<file path="src/rtl/fifo_pkg.sv">
// rtl/fifo_pkg.sv - shared constants and helpers for the parametrised sync FIFO
package fifo_pkg;

    localparam int FIFO_DEF_WIDTH     = 8;
    localparam int FIFO_DEF_DEPTH     = 8;
    localparam int FIFO_DEF_AF_THRESH = 6;
    localparam int FIFO_DEF_AE_THRESH = 1;

    // Address width for a given depth; pointers carry one extra wrap bit on top.
    function automatic int FIFO_ADDR_W(input int depth);
        return $clog2(depth);
    endfunction

    function automatic bit fifo_is_pow2(input int n);
        return (n > 0) && ((n & (n - 1)) == 0);
    endfunction

endpackage

</file>
<file path="src/rtl/param_sync_fifo_if.sv">
// rtl/param_sync_fifo_if.sv - FIFO handshake/status bundle
// Purpose: groups write, read, status and error signals of param_sync_fifo.
// master: producer/consumer side (drives wr_en, din, rd_en, clr_err).
// slave : FIFO side (drives dout, valid, full, empty, almost_*, count, overflow, underflow).
interface param_sync_fifo_if
    import fifo_pkg::*;
#(
    parameter int WIDTH = FIFO_DEF_WIDTH,
    parameter int DEPTH = FIFO_DEF_DEPTH
);
    localparam int AW = FIFO_ADDR_W(DEPTH);

    logic             wr_en;
    logic [WIDTH-1:0] din;
    logic             rd_en;
    logic             clr_err;
    logic [WIDTH-1:0] dout;
    logic             valid;
    logic             full;
    logic             empty;
    logic             almost_full;
    logic             almost_empty;
    logic [AW:0]      count;
    logic             overflow;
    logic             underflow;

    modport master (
        output wr_en, din, rd_en, clr_err,
        input  dout, valid, full, empty, almost_full, almost_empty, count, overflow, underflow
    );

    modport slave (
        input  wr_en, din, rd_en, clr_err,
        output dout, valid, full, empty, almost_full, almost_empty, count, overflow, underflow
    );

endinterface

</file>
<file path="src/rtl/fifo_mem.sv">
// rtl/fifo_mem.sv - WIDTH x DEPTH storage, one sync write port, one async read port
// Ports: clk_i, we_i, waddr_i, wdata_i (write); raddr_i, rdata_o (combinational read).
// Storage is intentionally not reset.
module fifo_mem
    import fifo_pkg::*;
#(
    parameter int WIDTH = FIFO_DEF_WIDTH,
    parameter int DEPTH = FIFO_DEF_DEPTH,
    localparam int AW   = FIFO_ADDR_W(DEPTH)
) (
    input  logic             clk_i,
    input  logic             we_i,
    input  logic [AW-1:0]    waddr_i,
    input  logic [WIDTH-1:0] wdata_i,
    input  logic [AW-1:0]    raddr_i,
    output logic [WIDTH-1:0] rdata_o
);

    logic [WIDTH-1:0] mem_q [DEPTH];

    always_ff @(posedge clk_i) begin
        if (we_i) begin
            mem_q[waddr_i] <= wdata_i;
        end
    end

    assign rdata_o = mem_q[raddr_i];

endmodule

</file>
<file path="src/rtl/param_sync_fifo.sv">
// rtl/param_sync_fifo.sv - parametrised single-clock FIFO with thresholds and sticky errors
// Ports: clk, rst_n (async assert, active low), bus (param_sync_fifo_if.slave).
// Build option FIFO_FWFT_EN: first-word-fall-through read; otherwise registered read, 1-cycle latency.
// Pointers, count, flags and the read-data register live here; storage is in fifo_mem.
module param_sync_fifo
    import fifo_pkg::*;
#(
    parameter int WIDTH     = FIFO_DEF_WIDTH,
    parameter int DEPTH     = FIFO_DEF_DEPTH,
    parameter int AF_THRESH = FIFO_DEF_AF_THRESH,
    parameter int AE_THRESH = FIFO_DEF_AE_THRESH
) (
    input logic               clk,
    input logic               rst_n,
    param_sync_fifo_if.slave  bus
);

    localparam int          AW      = FIFO_ADDR_W(DEPTH);
    localparam logic [AW:0] ONE_C   = (AW+1)'(1);
    localparam logic [AW:0] DEPTH_C = (AW+1)'(DEPTH);
    localparam logic [AW:0] AF_C    = (AW+1)'(AF_THRESH);
    localparam logic [AW:0] AE_C    = (AW+1)'(AE_THRESH);

    if (!fifo_is_pow2(DEPTH) || DEPTH < 2 || WIDTH < 1 ||
        !(AE_THRESH < AF_THRESH) || AF_THRESH > DEPTH || AE_THRESH < 0) begin : g_cfg_err
        $error("param_sync_fifo: illegal DEPTH/threshold configuration");
    end

    logic [AW:0] wptr_q, wptr_d;
    logic [AW:0] rptr_q, rptr_d;
    logic [AW:0] count_q, count_d;
    logic        full_q, full_d;
    logic        empty_q, empty_d;
    logic        af_q, af_d;
    logic        ae_q, ae_d;
    logic        ovf_q, ovf_d;
    logic        udf_q, udf_d;

    logic             wr_acc;
    logic             rd_acc;
    logic [WIDTH-1:0] mem_rdata;

    // Acceptance is decided from the registered flags only, so a simultaneous
    // read never makes room for a write in the same cycle.
    assign wr_acc = bus.wr_en && !full_q;
    assign rd_acc = bus.rd_en && !empty_q;

    fifo_mem #(
        .WIDTH (WIDTH),
        .DEPTH (DEPTH)
    ) u_mem (
        .clk_i   (clk),
        .we_i    (wr_acc),
        .waddr_i (wptr_q[AW-1:0]),
        .wdata_i (bus.din),
        .raddr_i (rptr_q[AW-1:0]),
        .rdata_o (mem_rdata)
    );

    // Wrap bits are kept for debug visibility; occupancy comes from count_q.
    logic unused_wrap_bits;
    assign unused_wrap_bits = wptr_q[AW] ^ rptr_q[AW];

    always_comb begin
        wptr_d  = wr_acc ? wptr_q + ONE_C : wptr_q;
        rptr_d  = rd_acc ? rptr_q + ONE_C : rptr_q;
        count_d = count_q;
        case ({wr_acc, rd_acc})
            2'b10:   count_d = count_q + ONE_C;
            2'b01:   count_d = count_q - ONE_C;
            default: count_d = count_q;
        endcase
        full_d  = (count_d == DEPTH_C);
        empty_d = (count_d == '0);
        af_d    = (count_d >= AF_C);
        ae_d    = (count_d <= AE_C);
        // A fresh error outranks a clear in the same cycle.
        if (bus.wr_en && full_q) begin
            ovf_d = 1'b1;
        end else if (bus.clr_err) begin
            ovf_d = 1'b0;
        end else begin
            ovf_d = ovf_q;
        end
        if (bus.rd_en && empty_q) begin
            udf_d = 1'b1;
        end else if (bus.clr_err) begin
            udf_d = 1'b0;
        end else begin
            udf_d = udf_q;
        end
    end

    always_ff @(posedge clk or negedge rst_n) begin
        if (!rst_n) begin
            wptr_q  <= '0;
            rptr_q  <= '0;
            count_q <= '0;
            full_q  <= 1'b0;
            empty_q <= 1'b1;
            af_q    <= 1'b0;
            ae_q    <= 1'b1;
            ovf_q   <= 1'b0;
            udf_q   <= 1'b0;
        end else begin
            wptr_q  <= wptr_d;
            rptr_q  <= rptr_d;
            count_q <= count_d;
            full_q  <= full_d;
            empty_q <= empty_d;
            af_q    <= af_d;
            ae_q    <= ae_d;
            ovf_q   <= ovf_d;
            udf_q   <= udf_d;
        end
    end

`ifdef FIFO_FWFT_EN
    // Head word is presented directly; forced to zero while empty so stale
    // storage never leaks onto dout.
    assign bus.dout  = empty_q ? '0 : mem_rdata;
    assign bus.valid = !empty_q;
`else
    logic [WIDTH-1:0] dout_q, dout_d;
    logic             valid_q, valid_d;

    always_comb begin
        dout_d  = rd_acc ? mem_rdata : dout_q;
        valid_d = rd_acc;
    end

    always_ff @(posedge clk or negedge rst_n) begin
        if (!rst_n) begin
            dout_q  <= '0;
            valid_q <= 1'b0;
        end else begin
            dout_q  <= dout_d;
            valid_q <= valid_d;
        end
    end

    assign bus.dout  = dout_q;
    assign bus.valid = valid_q;
`endif

    assign bus.count        = count_q;
    assign bus.full         = full_q;
    assign bus.empty        = empty_q;
    assign bus.almost_full  = af_q;
    assign bus.almost_empty = ae_q;
    assign bus.overflow     = ovf_q;
    assign bus.underflow    = udf_q;

endmodule

</file>
<file path="src/flat_wrapper.sv">
// flat-port wrapper written by rule: the top's interface ports become plain ports
module param_sync_fifo_flat import fifo_pkg::*;
#(
    parameter int WIDTH     = FIFO_DEF_WIDTH,
    parameter int DEPTH     = FIFO_DEF_DEPTH,
    parameter int AF_THRESH = FIFO_DEF_AF_THRESH,
    parameter int AE_THRESH = FIFO_DEF_AE_THRESH
)
  (clk, rst_n, bus_wr_en, bus_din, bus_rd_en, bus_clr_err, bus_dout, bus_valid, bus_full, bus_empty, bus_almost_full, bus_almost_empty, bus_count, bus_overflow, bus_underflow);
  param_sync_fifo_if #(.WIDTH(WIDTH), .DEPTH(DEPTH)) bus_i ();
  input logic clk;
  input logic rst_n;
  input wire logic [$bits(bus_i.wr_en)-1:0] bus_wr_en;
  input wire logic [$bits(bus_i.din)-1:0] bus_din;
  input wire logic [$bits(bus_i.rd_en)-1:0] bus_rd_en;
  input wire logic [$bits(bus_i.clr_err)-1:0] bus_clr_err;
  output wire logic [$bits(bus_i.dout)-1:0] bus_dout;
  output wire logic [$bits(bus_i.valid)-1:0] bus_valid;
  output wire logic [$bits(bus_i.full)-1:0] bus_full;
  output wire logic [$bits(bus_i.empty)-1:0] bus_empty;
  output wire logic [$bits(bus_i.almost_full)-1:0] bus_almost_full;
  output wire logic [$bits(bus_i.almost_empty)-1:0] bus_almost_empty;
  output wire logic [$bits(bus_i.count)-1:0] bus_count;
  output wire logic [$bits(bus_i.overflow)-1:0] bus_overflow;
  output wire logic [$bits(bus_i.underflow)-1:0] bus_underflow;
  assign bus_i.wr_en = bus_wr_en;
  assign bus_i.din = bus_din;
  assign bus_i.rd_en = bus_rd_en;
  assign bus_i.clr_err = bus_clr_err;
  assign bus_dout = bus_i.dout;
  assign bus_valid = bus_i.valid;
  assign bus_full = bus_i.full;
  assign bus_empty = bus_i.empty;
  assign bus_almost_full = bus_i.almost_full;
  assign bus_almost_empty = bus_i.almost_empty;
  assign bus_count = bus_i.count;
  assign bus_overflow = bus_i.overflow;
  assign bus_underflow = bus_i.underflow;
  param_sync_fifo #(.WIDTH(WIDTH), .DEPTH(DEPTH), .AF_THRESH(AF_THRESH), .AE_THRESH(AE_THRESH)) u_core (.clk(clk), .rst_n(rst_n), .bus(bus_i));
endmodule
</file>
<file path="config.mk">
export PLATFORM = sky130hd
export DESIGN_NAME = param_sync_fifo_flat
export DESIGN_NICKNAME = d
export VERILOG_FILES = /design/src/rtl/fifo_pkg.sv /design/src/rtl/param_sync_fifo_if.sv /design/src/rtl/fifo_mem.sv /design/src/rtl/param_sync_fifo.sv /design/src/flat_wrapper.sv
export SDC_FILE = /design/constraint.sdc
export NUM_CORES = 1
export LEC_CHECK = 0
export ABC_AREA = 1
export CORE_UTILIZATION = 45
export CTS_CLUSTER_SIZE = 24
export DETAILED_ROUTE_END_ITERATION = 7
export PLACE_DENSITY_LB_ADDON = 0.15
export SLEW_MARGIN = 15
export SYNTH_ARGS = -nofsm -noshare
export SYNTH_HDL_FRONTEND = slang
export SYNTH_HIERARCHICAL = 1
export SYNTH_SLANG_ARGS = --single-unit
</file>
<file path="constraint.sdc">
create_clock -name clk -period 2.7 [get_ports clk]
set_input_delay 0.675 -clock clk [delete_from_list [all_inputs] [get_ports clk]]
set_output_delay 0.675 -clock clk [all_outputs]
set_load 0.02 [all_outputs]
</file>
; After elaboration in Yosys (flattened, before gate mapping)
; Memory sizes are Yosys's and may differ from the RTL's. A register that Yosys moved wholly into a read port is not among the register bits.
; Index checks and enable logic that the tools add are counted.
[op_classes]
reduce_logical = 10
eq_ne = 3
addsub = 4
n_lt_le_gt_ge = 2
mux = 6
[op_table]
columns = cell, n
row1 = 4-bit by 1-bit adder with 4-bit output (second input constant), 3
row2 = 4-bit one-hot mux with 2 select lines, 1
row3 = 1-bit two-way mux, 5
row4 = 4-bit equality test (second input constant), 1
row5 = 4-bit by 3-bit >= comparator with 1-bit output (second input constant), 1
row6 = 4-bit by 1-bit <= comparator with 1-bit output (second input constant), 1
row7 = 1-bit logical AND, 4
row8 = 4-bit zero test, 1
row9 = 2-bit nonzero test, 2
row10 = 4-bit by 1-bit subtractor with 4-bit output (second input constant), 1
row11 = 1-bit zero test, 3
row12 = 2-bit by 1-bit equality test with 1-bit output (second input constant), 1
row13 = 2-bit equality test (second input constant), 1
[word_totals]
memories = 1
wordCells = 36
ramBits = 64
register_bits = 19
[memory_table]
columns = name, depth, width, rd, rd_ports_with_merged_regs, write_ports, line_no
row1 = u_core.u_mem.mem_q, 8, 8, 1, 1, 1, fifo_mem.sv:19  ; logic [WIDTH-1:0] mem_q [DEPTH];

; Depth between registers and ports, before layout
[logic_depth]
ltp_word = 5
ltp_mapped = 14
depth_no_buf = 14

; Hierarchy
; Netlist, hierarchy kept.
[by_module_without_submodules]
columns = module, cells_per_inst, seq_area_each_um2, area_each_um2, instances
row1 = fifo_mem, 295, 1921.8, 2890.3, 1
row2 = param_sync_fifo, 129, 628.1, 1141.1, 1

; Worst setup path before layout
; Ideal clock, no wire load.
[synth_timing]
path_type = input -> register
startpoint = input port bus_rd_en
endpoint = register u_core.full_q, in the netlist u_core/bus.full
path_stages = 11
required_ns = 2.585
path_slack_ns = 0.757
t_arrival_ns = 1.829
setup_ns = 0.115
cell_sequence = inv_2 nor2_8 nand3_1 nand2_1 inv_2 ha_1 inv_1 o21ai_0 nor2_1 nand2_2 nor2_1
[synth_between]
elab_chain_len = 4
word_cells_on_any_way = 5
[synth_lines]
columns = item, line_no
row1 = start: declaration, flat_wrapper.sv:15  ; input wire logic [$bits(bus_i.rd_en)-1:0] bus_rd_en;
row2 = 1-bit logical AND (*), param_sync_fifo.sv:46  ; assign rd_acc = bus.rd_en && !empty_q;
row3 = 2-bit by 1-bit equality test with 1-bit output or 2-bit equality test (tied branches), param_sync_fifo.sv:68  ; case ({wr_acc, rd_acc})
row4 = 4-bit one-hot mux with 2 select lines (*), param_sync_fifo.sv:68
row5 = via u_core.count_d[1], param_sync_fifo.sv:31  ; logic [AW:0] count_q, count_d;
row6 = 4-bit equality test (*), param_sync_fifo.sv:73  ; full_d = (count_d == DEPTH_C);
row7 = via u_core.full_d, param_sync_fifo.sv:32  ; logic full_q, full_d;
row8 = end signal: assignment, param_sync_fifo.sv:109  ; full_q <= full_d;
row9 = end: declaration, param_sync_fifo.sv:32
; The timed path passes the listed nets; every way through them passes the cells marked *.
; A chain may end at the register's enable or synchronous reset.

; Worst setup path after layout
[layout_timing]
startpoint = register u_core.empty_q, in the netlist u_core/bus.empty
endpoint = output port bus_empty
[layout_rtl]
columns = item, line_no
row1 = start: declaration, param_sync_fifo.sv:33  ; logic empty_q, empty_d;
row2 = start signal: assignment, param_sync_fifo.sv:110  ; empty_q <= empty_d;
row3 = end: declaration, flat_wrapper.sv:20  ; output wire logic [$bits(bus_i.empty)-1:0] bus_empty;
; No word-level cell between the ends.

==> impl_metrics.env <==
export IMPL_portBuffers=31
export IMPL_worst_slack_ns=0.442
export IMPL_worstPathRequired_ns=2.03
export IMPL_crit_type="reg2out"
export IMPL_boundaryPins=32
export IMPL_vias=2721
export IMPL_slew_headroom_pct=75.7
export IMPL_critPathLaunchType="flop"
export IMPL_fin_skew_ns=0.0113
export IMPL_start_util_pct=46.5
export IMPL_syn_avg_cell_area_sq_um=9.51
export IMPL_drive_gt1_share_pct=9.87
export IMPL_hold_ws_ns=0.481
export IMPL_path_delay_family="flip-flops"
export IMPL_diodes=0
export IMPL_grt_total_usage_pct=18.6
export IMPL_max_freq_mhz=443
export IMPL_antenna_found_initial=0
export IMPL_crit_fanout=4
export IMPL_p_leak_nw=2.23
export IMPL_clockBufferDepth=2
export IMPL_grt_pass1_vias=2760
export IMPL_fin_util_pct=54.2
export IMPL_dpl_hpwl_mm=5.13
export IMPL_clk_pin_slew_ns=0.09
export IMPL_layout_nets=488
export IMPL_min_period_ns=2.26
export IMPL_syn2layout_area_growth_pct=16.8
export IMPL_postCtsHoldBufs=0
export IMPL_setup_viol=0
export IMPL_post_route_period_util_pct=83.6
export IMPL_yosys_most_used_dff="edfxtp_1"
export IMPL_drc=0
export IMPL_drt_antenna_violating_nets=0
export IMPL_finalWirelength_mm=7.85
export IMPL_synth_async_reset_ratio_pct=28.1
export IMPL_yosys_warnings=6
export IMPL_gp_congestion=0.742
export IMPL_final_hold_violation_count=0
export IMPL_post_cts_buffers=0
export IMPL_path_cells="clkdlybuf4s50_1"
export IMPL_vdd_drop_max_mv=0.561
export IMPL_std_cell_rows=34
export IMPL_synth_cells=424
export IMPL_stdcell_count=584
export IMPL_multiInputGateArea_sq_um=1060
export IMPL_dieArea_sq_um=9340
export IMPL_synth_cell_types=25
export IMPL_initialDrtViolationCount=122
export IMPL_seq_area_sq_um=2550
export IMPL_routedWlPerCell_um=13.4
export IMPL_dp_slack_ns=0.115
export IMPL_grt_pass1_wl_mm=13.5
export IMPL_ctsHtreeMaxLevel=3
export IMPL_clk_latency_ns=0.34
export IMPL_hold_class="reg2reg"
export IMPL_slowest_delay_ns=0.62
export IMPL_grt_overflow_total=0
export IMPL_die_h_um=96.7
export IMPL_status="finished clean"
export IMPL_cts_resized=0
export IMPL_rsz0062_at_grt="no"
export IMPL_syn_area_sq_um=4030
export IMPL_cts_tree="yes"
export IMPL_cts_root_buf="clkbuf_8"
export IMPL_detail_route_first_pass_iterations=5
export IMPL_grt_max_degree=33
export IMPL_synth_nets=441
export IMPL_powerDensity_nw_per_um2=1060
export IMPL_crit_buf_inv=1
export IMPL_synth_seq_area_share_pct=63.3
export IMPL_end_kind="primary output"
export IMPL_critPathSlowestCell="dfstp_2"
export IMPL_numCtsBuffers=9
export IMPL_fill_cells=807
export IMPL_dp_cells=568
export IMPL_synth_edf_count=64
export IMPL_viasPerCell=4.66
export IMPL_tightestPinTransition_ns=0.361
export IMPL_drv_cap=0
export IMPL_ys_seq_elements=89
export IMPL_tns_ns=0
export IMPL_slew_violations=0
export IMPL_cts_sinks=89
export IMPL_arrival_ns=1.58
export IMPL_die_w_um=96.7
export IMPL_core_area_sq_um=8680
## synthesized netlist by cell type, types with 2 or more instances
cell type | n | area share (%)
buf_6 | 6 | 1.7
dfrtp_1 | 23 | 14
xnor2_1 | 5 | 1.1
ha_1 | 4 | 1.2
o21ai_0 | 3 | 0.37
buf_2 | 2 | 0.25
nand2_1 | 160 | 15
inv_1 | 79 | 7.4
nand3_1 | 39 | 4.8
inv_2 | 4 | 0.37
nand2_2 | 6 | 0.93
dfstp_2 | 2 | 1.3
nor2_1 | 14 | 1.3
buf_4 | 3 | 0.56
edfxtp_1 | 64 | 48
## metal layers
metal | vias to the layer above | GRT usage [%] | wire [um]
met4 | 0 | 7.81 | 148
met2 | 42 | 30.0 | 3700
li1 | 1394 | - | -
met3 | 10 | 3.18 | 260
met5 | - | 0 | 0
met1 | 1275 | 24.9 | 3730
## layout by cell type (no fill, tap or decap), types with 3 or more instances in the layout
master / count
clkdlybuf4s50_1: 31
nand2_2: 6
dfrtp_1: 23
inv_2: 4
nand3_1: 39
edfxtp_1: 64
nor2_1: 14
xnor2_1: 5
buf_4: 17
ha_1: 4
nand2_1: 160
clkbuf_8: 9
o21ai_0: 3
inv_1: 79
## report_power, final
group / switching (W) / leakage (nW) / internal [W]
clock network: 0.000455 / 0.106 / 0.000486
logic: 0.00132 / 1.25 / 0.000773
registers: 0.000153 / 0.884 / 0.00179
total: 0.00193 / 2.23 / 0.00305
## stage by stage
step,cell area (sq um),power (W)
final,4710,0.00498
after global routing,4710,0.00539
after CTS,4710,0.00503
after detailed placement,4500,0.00408
after global placement,4500,0.00405
after floorplan,4030,0.00343
## cells by family after synthesis
group / after synthesis / share of synthesized area (%)
AND/OR/NAND/NOR: 223 / 23.0
XOR/XNOR: 6 / 1.30
adder cells (fa/ha/maj): 4 / 1.24
AO/OA/AOI/OAI: 5 / 0.620
buffers and inverters: 97 / 10.6
flip-flops: 89 / 63.3
## state kept, by name, summed over array words and instances (netlist names)
signal	flops
u_core/bus.almost_empty	1
u_core/bus.almost_full	1
u_core/bus.count	4
u_core/bus.dout	8
u_core/bus.empty	1
u_core/bus.full	1
u_core/bus.overflow	1
u_core/bus.underflow	1
u_core/bus.valid	1
u_core/rptr_q	3
u_core/u_mem/mem_q	64
u_core/wptr_q	3
## final cells by class
type	count	area share [%]
clock inverter	4	1.06
timing repair buffer	48	9.30
tap	108	2.87
inverter	85	6.83
sequential	89	54.2
multi-input combinational	238	22.4
clock buffer	12	3.32
## path summary, 6_finish.rpt
check,from,end,slack [ns],depth (start not counted)
max,u_core/bus.empty$_DFF_PN1_,bus_empty,0.44,1
min,u_core/bus.dout[6]$_DFFE_PN0P_,u_core/bus.dout[6]$_DFFE_PN0P_,0.48,2
max reg2reg,u_core/bus.empty$_DFF_PN1_,u_core/bus.full$_DFF_PN0_,0.83,11
min reg2reg,u_core/bus.dout[6]$_DFFE_PN0P_,u_core/bus.dout[6]$_DFFE_PN0P_,0.48,2
max in group asynchronous,rst_n,u_core/bus.almost_empty$_DFF_PN1_,1.72,2
min in group asynchronous,rst_n,u_core/bus.dout[7]$_DFFE_PN0P_,0.68,2
Note: power is estimated with default switching activity, not from simulation.
